==> src/rtl/transmit_counter.sv <==
// -----------------------------------------------------------------------------
// transmit_counter
//
// Burst serializer for the ultrasound transmit path. A 32-bit pulse-shape word
// is captured when a burst starts and shifted out MSB-first, one bit per clock,
// for a programmable number of bits (0..255). If the burst is longer than 32
// bits, the pattern wraps back to bit 31. The transmit-control FSM can pause a
// running burst with counter_in_use_i. While paused, the line is held low and
// no bit is consumed.
//
// Ports
//   clk_i               system clock, all logic on the rising edge
//   rst_ni              asynchronous, active-low reset
//   counter_in_use_i    1 = transmit path owned elsewhere: inhibit start,
//                       pause a running burst
//   start_count_i       start request, sampled each rising edge
//   upload_new_count_i  load count_i into the burst-length register
//   count_i[7:0]        burst length in bits
//   pulse_shape_i[31:0] transmit bit pattern, bit 31 sent first
//   ultrasound_pulse_o  serialized transmit bit (registered)
//   pulse_sent_o        one-cycle strobe on the cycle after the last bit
//   count_complete_o    sticky: last burst finished, no upload/start since
// -----------------------------------------------------------------------------
module transmit_counter (
  input  logic        clk_i,
  input  logic        rst_ni,
  input  logic        counter_in_use_i,
  input  logic        start_count_i,
  input  logic        upload_new_count_i,
  input  logic [7:0]  count_i,
  input  logic [31:0] pulse_shape_i,
  output logic        ultrasound_pulse_o,
  output logic        pulse_sent_o,
  output logic        count_complete_o
);

  typedef enum logic [1:0] {
    IDLE = 2'd0,
    SEND = 2'd1,
    DONE = 2'd2
  } state_t;

  state_t      state_q;
  logic [7:0]  len_q;
  logic [31:0] shape_q;
  logic [4:0]  bit_idx_q;
  logic [7:0]  remaining_q;
  logic        pulse_q;
  logic        sent_q;
  logic        complete_q;

  // Burst length seen by a start in the same cycle: an upload in that cycle
  // takes effect first, so the start uses the freshly loaded count.
  logic [7:0]  len_d;
  logic        start_ok;

  always_comb begin
    len_d    = upload_new_count_i ? count_i : len_q;
    start_ok = start_count_i && !counter_in_use_i;
  end

  always_ff @(posedge clk_i or negedge rst_ni) begin
    if (!rst_ni) begin
      state_q     <= IDLE;
      len_q       <= 8'd0;
      shape_q     <= 32'd0;
      bit_idx_q   <= 5'd31;
      remaining_q <= 8'd0;
      pulse_q     <= 1'b0;
      sent_q      <= 1'b0;
      complete_q  <= 1'b0;
    end else begin
      sent_q <= 1'b0;
      case (state_q)
        IDLE, DONE: begin
          pulse_q <= 1'b0;
          len_q   <= len_d;
          if (upload_new_count_i) begin
            complete_q <= 1'b0;
            state_q    <= IDLE;
          end
          if (start_ok) begin
            shape_q <= pulse_shape_i;
            if (len_d == 8'd0) begin
              // Empty burst: finish immediately with the line kept low.
              sent_q     <= 1'b1;
              complete_q <= 1'b1;
              state_q    <= DONE;
            end else begin
              // The first bit comes straight from the input word so that it
              // appears on the cycle after the start is sampled.
              complete_q  <= 1'b0;
              pulse_q     <= pulse_shape_i[31];
              bit_idx_q   <= 5'd30;
              remaining_q <= len_d - 8'd1;
              state_q     <= SEND;
            end
          end
        end

        SEND: begin
          if (counter_in_use_i) begin
            // Pause: the line is low and the position is frozen.
            pulse_q <= 1'b0;
          end else if (remaining_q != 8'd0) begin
            pulse_q     <= shape_q[bit_idx_q];
            // A 5-bit index naturally wraps from 0 back to 31.
            bit_idx_q   <= bit_idx_q - 5'd1;
            remaining_q <= remaining_q - 8'd1;
          end else begin
            pulse_q    <= 1'b0;
            sent_q     <= 1'b1;
            complete_q <= 1'b1;
            state_q    <= DONE;
          end
        end

        default: begin
          pulse_q <= 1'b0;
          state_q <= IDLE;
        end
      endcase
    end
  end

  assign ultrasound_pulse_o = pulse_q;
  assign pulse_sent_o       = sent_q;
  assign count_complete_o   = complete_q;

endmodule

==> config.mk <==
export PLATFORM = sky130hd
export DESIGN_NAME = transmit_counter
export DESIGN_NICKNAME = d
export VERILOG_FILES = /design/src/rtl/transmit_counter.sv
export SDC_FILE = /design/constraint.sdc
export NUM_CORES = 1
export LEC_CHECK = 0
export ABC_AREA = 1
export CAP_MARGIN = 20
export CORE_ASPECT_RATIO = 1.2
export CORE_MARGIN = 3
export CORE_UTILIZATION = 55
export CTS_CLUSTER_SIZE = 25
export DETAILED_ROUTE_END_ITERATION = 12
export PLACE_DENSITY_LB_ADDON = 0.25
export SLEW_MARGIN = 0
export SYNTH_ARGS = -nofsm -noshare
export SYNTH_HDL_FRONTEND = slang
export SYNTH_SLANG_ARGS = --single-unit
==> constraint.sdc <==
create_clock -name clk_i -period 5.01 [get_ports clk_i]
set_input_delay 1.2525 -clock clk_i [delete_from_list [all_inputs] [get_ports clk_i]]
set_output_delay 1.2525 -clock clk_i [all_outputs]
set_load 0.03 [all_outputs]
Yosys cells after proc, flatten, opt, wreduce, memory -nomap -nowiden
Index checks and enable logic that the tools add are counted.
{"block": "totals", "register_bits": 58, "input_bits": 45, "out_inout_bits": 3, "wordCells": 65}
{"block": "op_classes", "eq_ne": 8, "reduce_logical": 11, "add_sub_neg": 3, "magnitude_cmp": 1, "mux": 34}
{"cell": "8-bit two-way mux", "n": 5}
{"cell": "5-bit two-way mux", "n": 4}
{"cell": "8-bit one-hot mux with 2 select lines", "n": 1}
{"cell": "8-bit by 1-bit subtractor with 8-bit output (second input constant)", "n": 2}
{"cell": "1-bit two-way mux", "n": 13}
{"cell": "2-bit two-way mux", "n": 5}
{"cell": "2-bit inequality test (second input constant)", "n": 5}
{"cell": "5-bit one-hot mux with 2 select lines", "n": 1}
{"cell": "8-bit logical NOT", "n": 1}
{"cell": "8-bit nonzero test", "n": 1}
{"cell": "5-bit by 6-bit < comparator with 1-bit output (second input constant)", "n": 1}
{"cell": "1-bit one-hot mux with 2 select lines", "n": 3}
{"cell": "1-bit binary-select mux with 5-bit select", "n": 1}
{"cell": "5-bit AND reduction", "n": 1}
{"cell": "5-bit by 1-bit subtractor with 5-bit output (second input constant)", "n": 1}
{"cell": "2-bit one-hot mux with 2 select lines", "n": 1}
{"cell": "4-bit AND reduction", "n": 1}
{"cell": "3-bit inequality test (second input constant)", "n": 1}
{"cell": "3-bit AND reduction", "n": 1}
{"cell": "2-bit by 1-bit == test with 1-bit output (second input constant)", "n": 1}
{"cell": "2-bit == test (second input constant)", "n": 1}
{"cell": "2-bit logical NOT", "n": 1}
{"cell": "2-bit AND reduction", "n": 1}
{"cell": "2-bit nonzero test", "n": 1}
{"cell": "other kinds (3)", "n": 3}

Logic depth before layout (Yosys ltp)
{"block": "logic_depth", "ltp_word": 5, "ltp_mapped": 12, "mapped_depth_nobuf": 12}

Worst setup path before layout
No wires, ideal clock.
{"block": "synth_path", "path_kind": "in2reg", "startpoint": "input port upload_new_count_i", "endpoint": "register remaining_q[7]", "t_required_ps": 4893, "n_path_buf": 2, "t_arrival_ps": 2236, "path_slack_ps": 2658, "setup_time_ps": 117, "cell_stages": 10, "path_cell_list": "buf_6 o21ai_1 nand2_2 nor2_4 nand2_4 nand2_8 nand2_4 buf_6 nand3_2 nand2_1"}
{"block": "synth_between", "elab_chain_len": 5}
{"item": "start: declaration", "line": "29", "source": "input logic upload_new_count_i,"}
{"item": "8-bit two-way mux (*)", "line": "58", "source": "len_d = upload_new_count_i ? count_i : len_q;"}
{"item": "8-bit by 1-bit subtractor with 8-bit output", "line": "95", "source": "remaining_q <= len_d - 8'd1;"}
{"item": "8-bit two-way mux", "line": "84", "source": "if (len_d == 8'd0) begin"}
{"item": "8-bit two-way mux", "line": "82", "source": "if (start_ok) begin"}
{"item": "8-bit one-hot mux with 2 select lines", "line": "74", "source": "case (state_q)"}
{"item": "end signal: assignment", "line": "95"}
{"item": "end signal: assignment", "line": "109", "source": "remaining_q <= remaining_q - 8'd1;"}
{"item": "end: declaration", "line": "47", "source": "logic [7:0] remaining_q;"}
Mark *: on every way between the ends. The rest lies on a longest branch, timed or not. The select of a mux whose other input is x is not followed.
A chain may end at the register's enable or synchronous reset.

Worst setup path after layout
{"block": "layout_path", "startpoint": "input port upload_new_count_i", "endpoint": "register remaining_q[2]"}
Same word-level chain as after synthesis.

==> results <==
- The placed instance count is 540.
- The critical path goes through clkdlybuf4s50_1 -> inv_2 -> nand2_1 -> and2_1 -> nand2_1 -> nor2_2 -> nand2_4 -> nand2_8 -> nand2_4 -> nand2_1 -> o21ai_2.
- The number of max-slew violations in the final report is 0.
- Setup repair after global routing left no endpoint under its margin.
- The standby leakage power is 1.94 nW.
- The number of buffers and inverters on the critical path is 2.
- The violation count after the first detailed-route iteration is 172.
- The min-delay analysis places its worst path in the category flip-flop to flip-flop.
- For this block, the via count after detailed routing is 2,840.
- The clock passes through at most 2 buffers.
- The first global-routing pass estimated between 10 and 15 mm of wire.
- The effective utilization at floorplan is between 50 and 60%.
- Before antenna repair, the detailed router went through 4 iterations.
- For this run, the share of the core covered by cells in the final layout is 70.4%.
- The clock period could shrink to 3.00 ns.
- The height of the chip is 89.2 um.
- The setup check on the worst reg-to-reg path leaves a slack of 2.57 ns.
- The number of nets in the layout is 536.
- The critical path crosses 11 cells after its start point.
- The cell area after synthesis is ~3200 um2.
- The element type at the critical path end is a flip-flop.
- The number of standard cells after synthesis is about 440.
- The source-to-sink clock delay at the later pin of the worst-skew pair is 0.34 ns.
- The number of setup violations in the final report is 0.
- The highest clock rate is 0.333 GHz.
- For this design, the slowest cell found on the critical path is clkdlybuf4s50_1.
- The global-route usage over all layers is a little under a quarter.
- The finished layout holds 556 standard cells, fillers aside.
- The critical path is of the input port to flip-flop type.
- The number of primary I/O pins is 48.
- The portion of the clock cycle consumed by the worst path in the final layout is 59.9%.
- Clock-pin slew was measured on the worst setup and hold paths at 0.06 ns.
- The flop and latch count out of synthesis is 58.
- In this run the worst path has a maximum fanout of 17.
- Buffers inserted to repair hold after CTS numbered 0.
- A synthesized cell averages 7.17 um2.
- The mean number of vias per cell is around 5.
- The number of hold violations in the final report was 0.
- For the worst flop-to-flop path, the logic depth is 10.
- The via count of the first global-routing pass was 2,746.
- The post-CTS repair timing setup buffer count is 0.
- The repair_antennas step left the layout with diodes totalling 0.
- The number of buffers created by CTS is 9.
- The largest stage delay on the critical path is 0.76 ns.
- After detailed routing, the total wire length is slightly above 7 mm.
- The worst hold path terminates at shape_q[29].
- Of the cells placed in the final design, the portion with a size suffix greater than 1 is 9.51%.
- The signal arrival time at the worst endpoint is about 3.2 ns.
- The residual overflow from global routing is 0.
- The clock tree skew after final layout is 0.00963 ns.
- The number of input and output port buffers inserted is 47.
- The placeable core region is 5440 um2.
- For the worst setup path, the data required time is 5.24 ns.
- In the final timing run, aggregate negative setup slack is 0 ns.
- The startpoint kind of the worst setup timing path is an input port.
- The layout overhead on the synthesized area is 20.7%.
- Dividing total power by cell area gives a power density of 540 nW/um2.
- The count of clock tree sinks is 58.
- After detailed routing, the average wire length per cell comes to 12.7 um.
- For the pin with the worst max-slew slack, the measured transition is a little over 0.7 ns.
- The final estimated routing congestion in global placement is 0.930.
- The count of nets left with antenna violations once routing finished came out at 0.
- Of all cell types, the one taking the most synthesized area is dfrtp_1.
- The run finished with clean final reports.
- Gates resized during post-CTS repair numbered 0.
- In this design, the critical path's most frequently occurring cell is nand2_1.
- The family with the most delay on the worst path is simple AND/OR/NAND/NOR gates.
- Synthesis instantiated 29 different standard cells from the library.
- In the final layout, the multi-input gates occupy 1480 um2.
- The pin count of the biggest net entering global routing is 59.
- The endpoint identified for the worst register-to-register timing path is remaining_q[4].
- The H-tree was split into 3 levels.
- The number of cells traversed by the worst hold path is 2.
- The warning count from the yosys run is 0.
- TritonCTS built the clock tree.
- The worst voltage drop across the vdd grid is around 0.29 mV.
- The worst max-slew margin expressed relative to the limit is 52.4%.
- The number of filler instances in the final layout is 460.
- Summed over its instances, the top area cell type makes up 41.8% of the synthesized netlist area.
- The origin of the worst min-delay path is shape_q[29].
- Yosys attributes the largest share of cell area to dfrtp_1, nand2_1, nand3_1, inv_1, dfstp_2.
- From left edge to right edge, the die measures ~75 um.
- The root buffer cell chosen for the clock tree is clkbuf_8.
- The synthesized netlist net count is 490.
- The area of the die is 6720 um2.
- The row count is 29.
- The worst hold slack is 0.464 ns.
- The DRC violation count after routing is 0.
- The register area is around 1500 um2.
- The number of maximum-capacitance constraint violations is 0.
- Once detailed placement completed, the half-perimeter wirelength came to 5.01 mm.
- The number of antenna violations at the first check in global routing was 0.
- Sequential elements use between 40% and 50% of the synthesized area.
- The startpoint of the most critical register-to-register path is state_q[0].
[worst reg2reg max path: stages (launching register included)]
cell	delay, ns
dfrtp_1	0.72
nand2_1	0.49
inv_2	0.29
nand2_1	0.09
nand2_1	0.11
ha_1	0.20
inv_1	0.07
nor2_1	0.13
nand3b_1	0.11
nand3_2	0.08
nand2_1	0.04
[synthesized netlist by cell type]
| master | n |
|---|---|
| inv_1 | 37 |
| xor2_1 | 2 |
| nor2_2 | 2 |
| nor2_4 | 1 |
| nand3b_1 | 1 |
| nand4_1 | 1 |
| dfrtp_1 | 53 |
| xnor2_1 | 1 |
| nand3_1 | 40 |
| dfstp_2 | 5 |
| inv_2 | 6 |
| a21oi_1 | 2 |
| buf_2 | 1 |
| or2_2 | 1 |
| nand2_4 | 2 |
| ha_1 | 2 |
| and2_1 | 3 |
| nand2_8 | 1 |
| nand2_2 | 2 |
| buf_6 | 2 |
| clkbuf_1 | 10 |
| buf_1 | 2 |
| nand3_2 | 5 |
| o21a_1 | 2 |
| nor2_1 | 34 |
| o21ai_1 | 7 |
| o21ai_0 | 26 |
| o21ai_2 | 5 |
| nand2_1 | 187 |
[area by class of cell]
class | instances | area share, %
inverter | 43 | 4.21
sequential | 58 | 38.0
tap | 62 | 2.02
multi-input combinational | 327 | 38.7
timing repair buffer | 50 | 12.7
clock inverter | 3 | 0.392
clock buffer | 13 | 3.89
[cells by family after synthesis]
kind of cell	count (synthesis)	share of synthesized area, %
xor gates and xnor gates	3	0.828
DFF	58	45.9
buffers and inverters	58	7.37
AOI/OAI and AO/OA	42	7.37
and+or+nand+nor	280	37.7
adders and majority gates	2	0.788
[per-stage QoR]
step / cell area (um2) / setup WS, ns / total power [mW]
2_1_floorplan: 3170 / 2.66 / 1.47
3_3_place_gp: 3670 / 1.79 / 1.67
3_5_place_dp: 3670 / 1.70 / 1.70
4_1_cts: 3830 / 2.02 / 2.08
5_1_grt: 3830 / 1.78 / 2.26
6_report: 3830 / 2.01 / 2.07
[placed cells by master, fill, tap and decap left out, drive strengths merged, types with 3 or more instances in the layout]
cell type | synthesis | final
clkinv | 0 | 3
clkdlybuf4s50 | 0 | 46
dfrtp | 53 | 53
and2 | 3 | 3
dfstp | 5 | 5
nand2 | 192 | 192
buf | 5 | 4
nor2 | 37 | 37
o21ai | 38 | 38
inv | 43 | 43
nand3 | 45 | 45
clkbuf | 10 | 13
[registers in the layout, indices dropped and copies added (netlist names)]
signal	flops
remaining_q	8
pulse_sent_o	1
bit_idx_q	5
count_complete_o	1
ultrasound_pulse_o	1
len_q	8
shape_q	32
state_q	2
[routing by layer]
metal / wire (um) / GRT usage (%) / part of all wire [%] / vias to the layer above
met5: 0 / 0 / 0 / -
met4: 214 / 14.1 / 3.0 / 0
met3: 289 / 3.37 / 4.1 / 20
met2: 3680 / 41.1 / 52 / 64
met1: 2870 / 27.3 / 41 / 1286
li1: - / - / - / 1470
[worst max-delay path by stage]
stage                                   from        endpoint  slack (ns)
after floorplan           upload_new_count_i  remaining_q[7]        2.66
after global placement    upload_new_count_i  remaining_q[2]        1.79
after detailed placement  upload_new_count_i  remaining_q[7]        1.70
after CTS                 upload_new_count_i  remaining_q[2]        2.02
after global routing      upload_new_count_i  remaining_q[7]        1.78
final                     upload_new_count_i  remaining_q[2]        2.01
[where the power goes]
group | total [mW] | switching, mW | internal [mW]
Combinational | 0.854 | 0.531 | 0.323
Sequential | 0.843 | 0.159 | 0.684
Clock | 0.373 | 0.182 | 0.191
Total | 2.07 | 0.872 | 1.20
No activity file was read; power rests on OpenSTA's default activity.
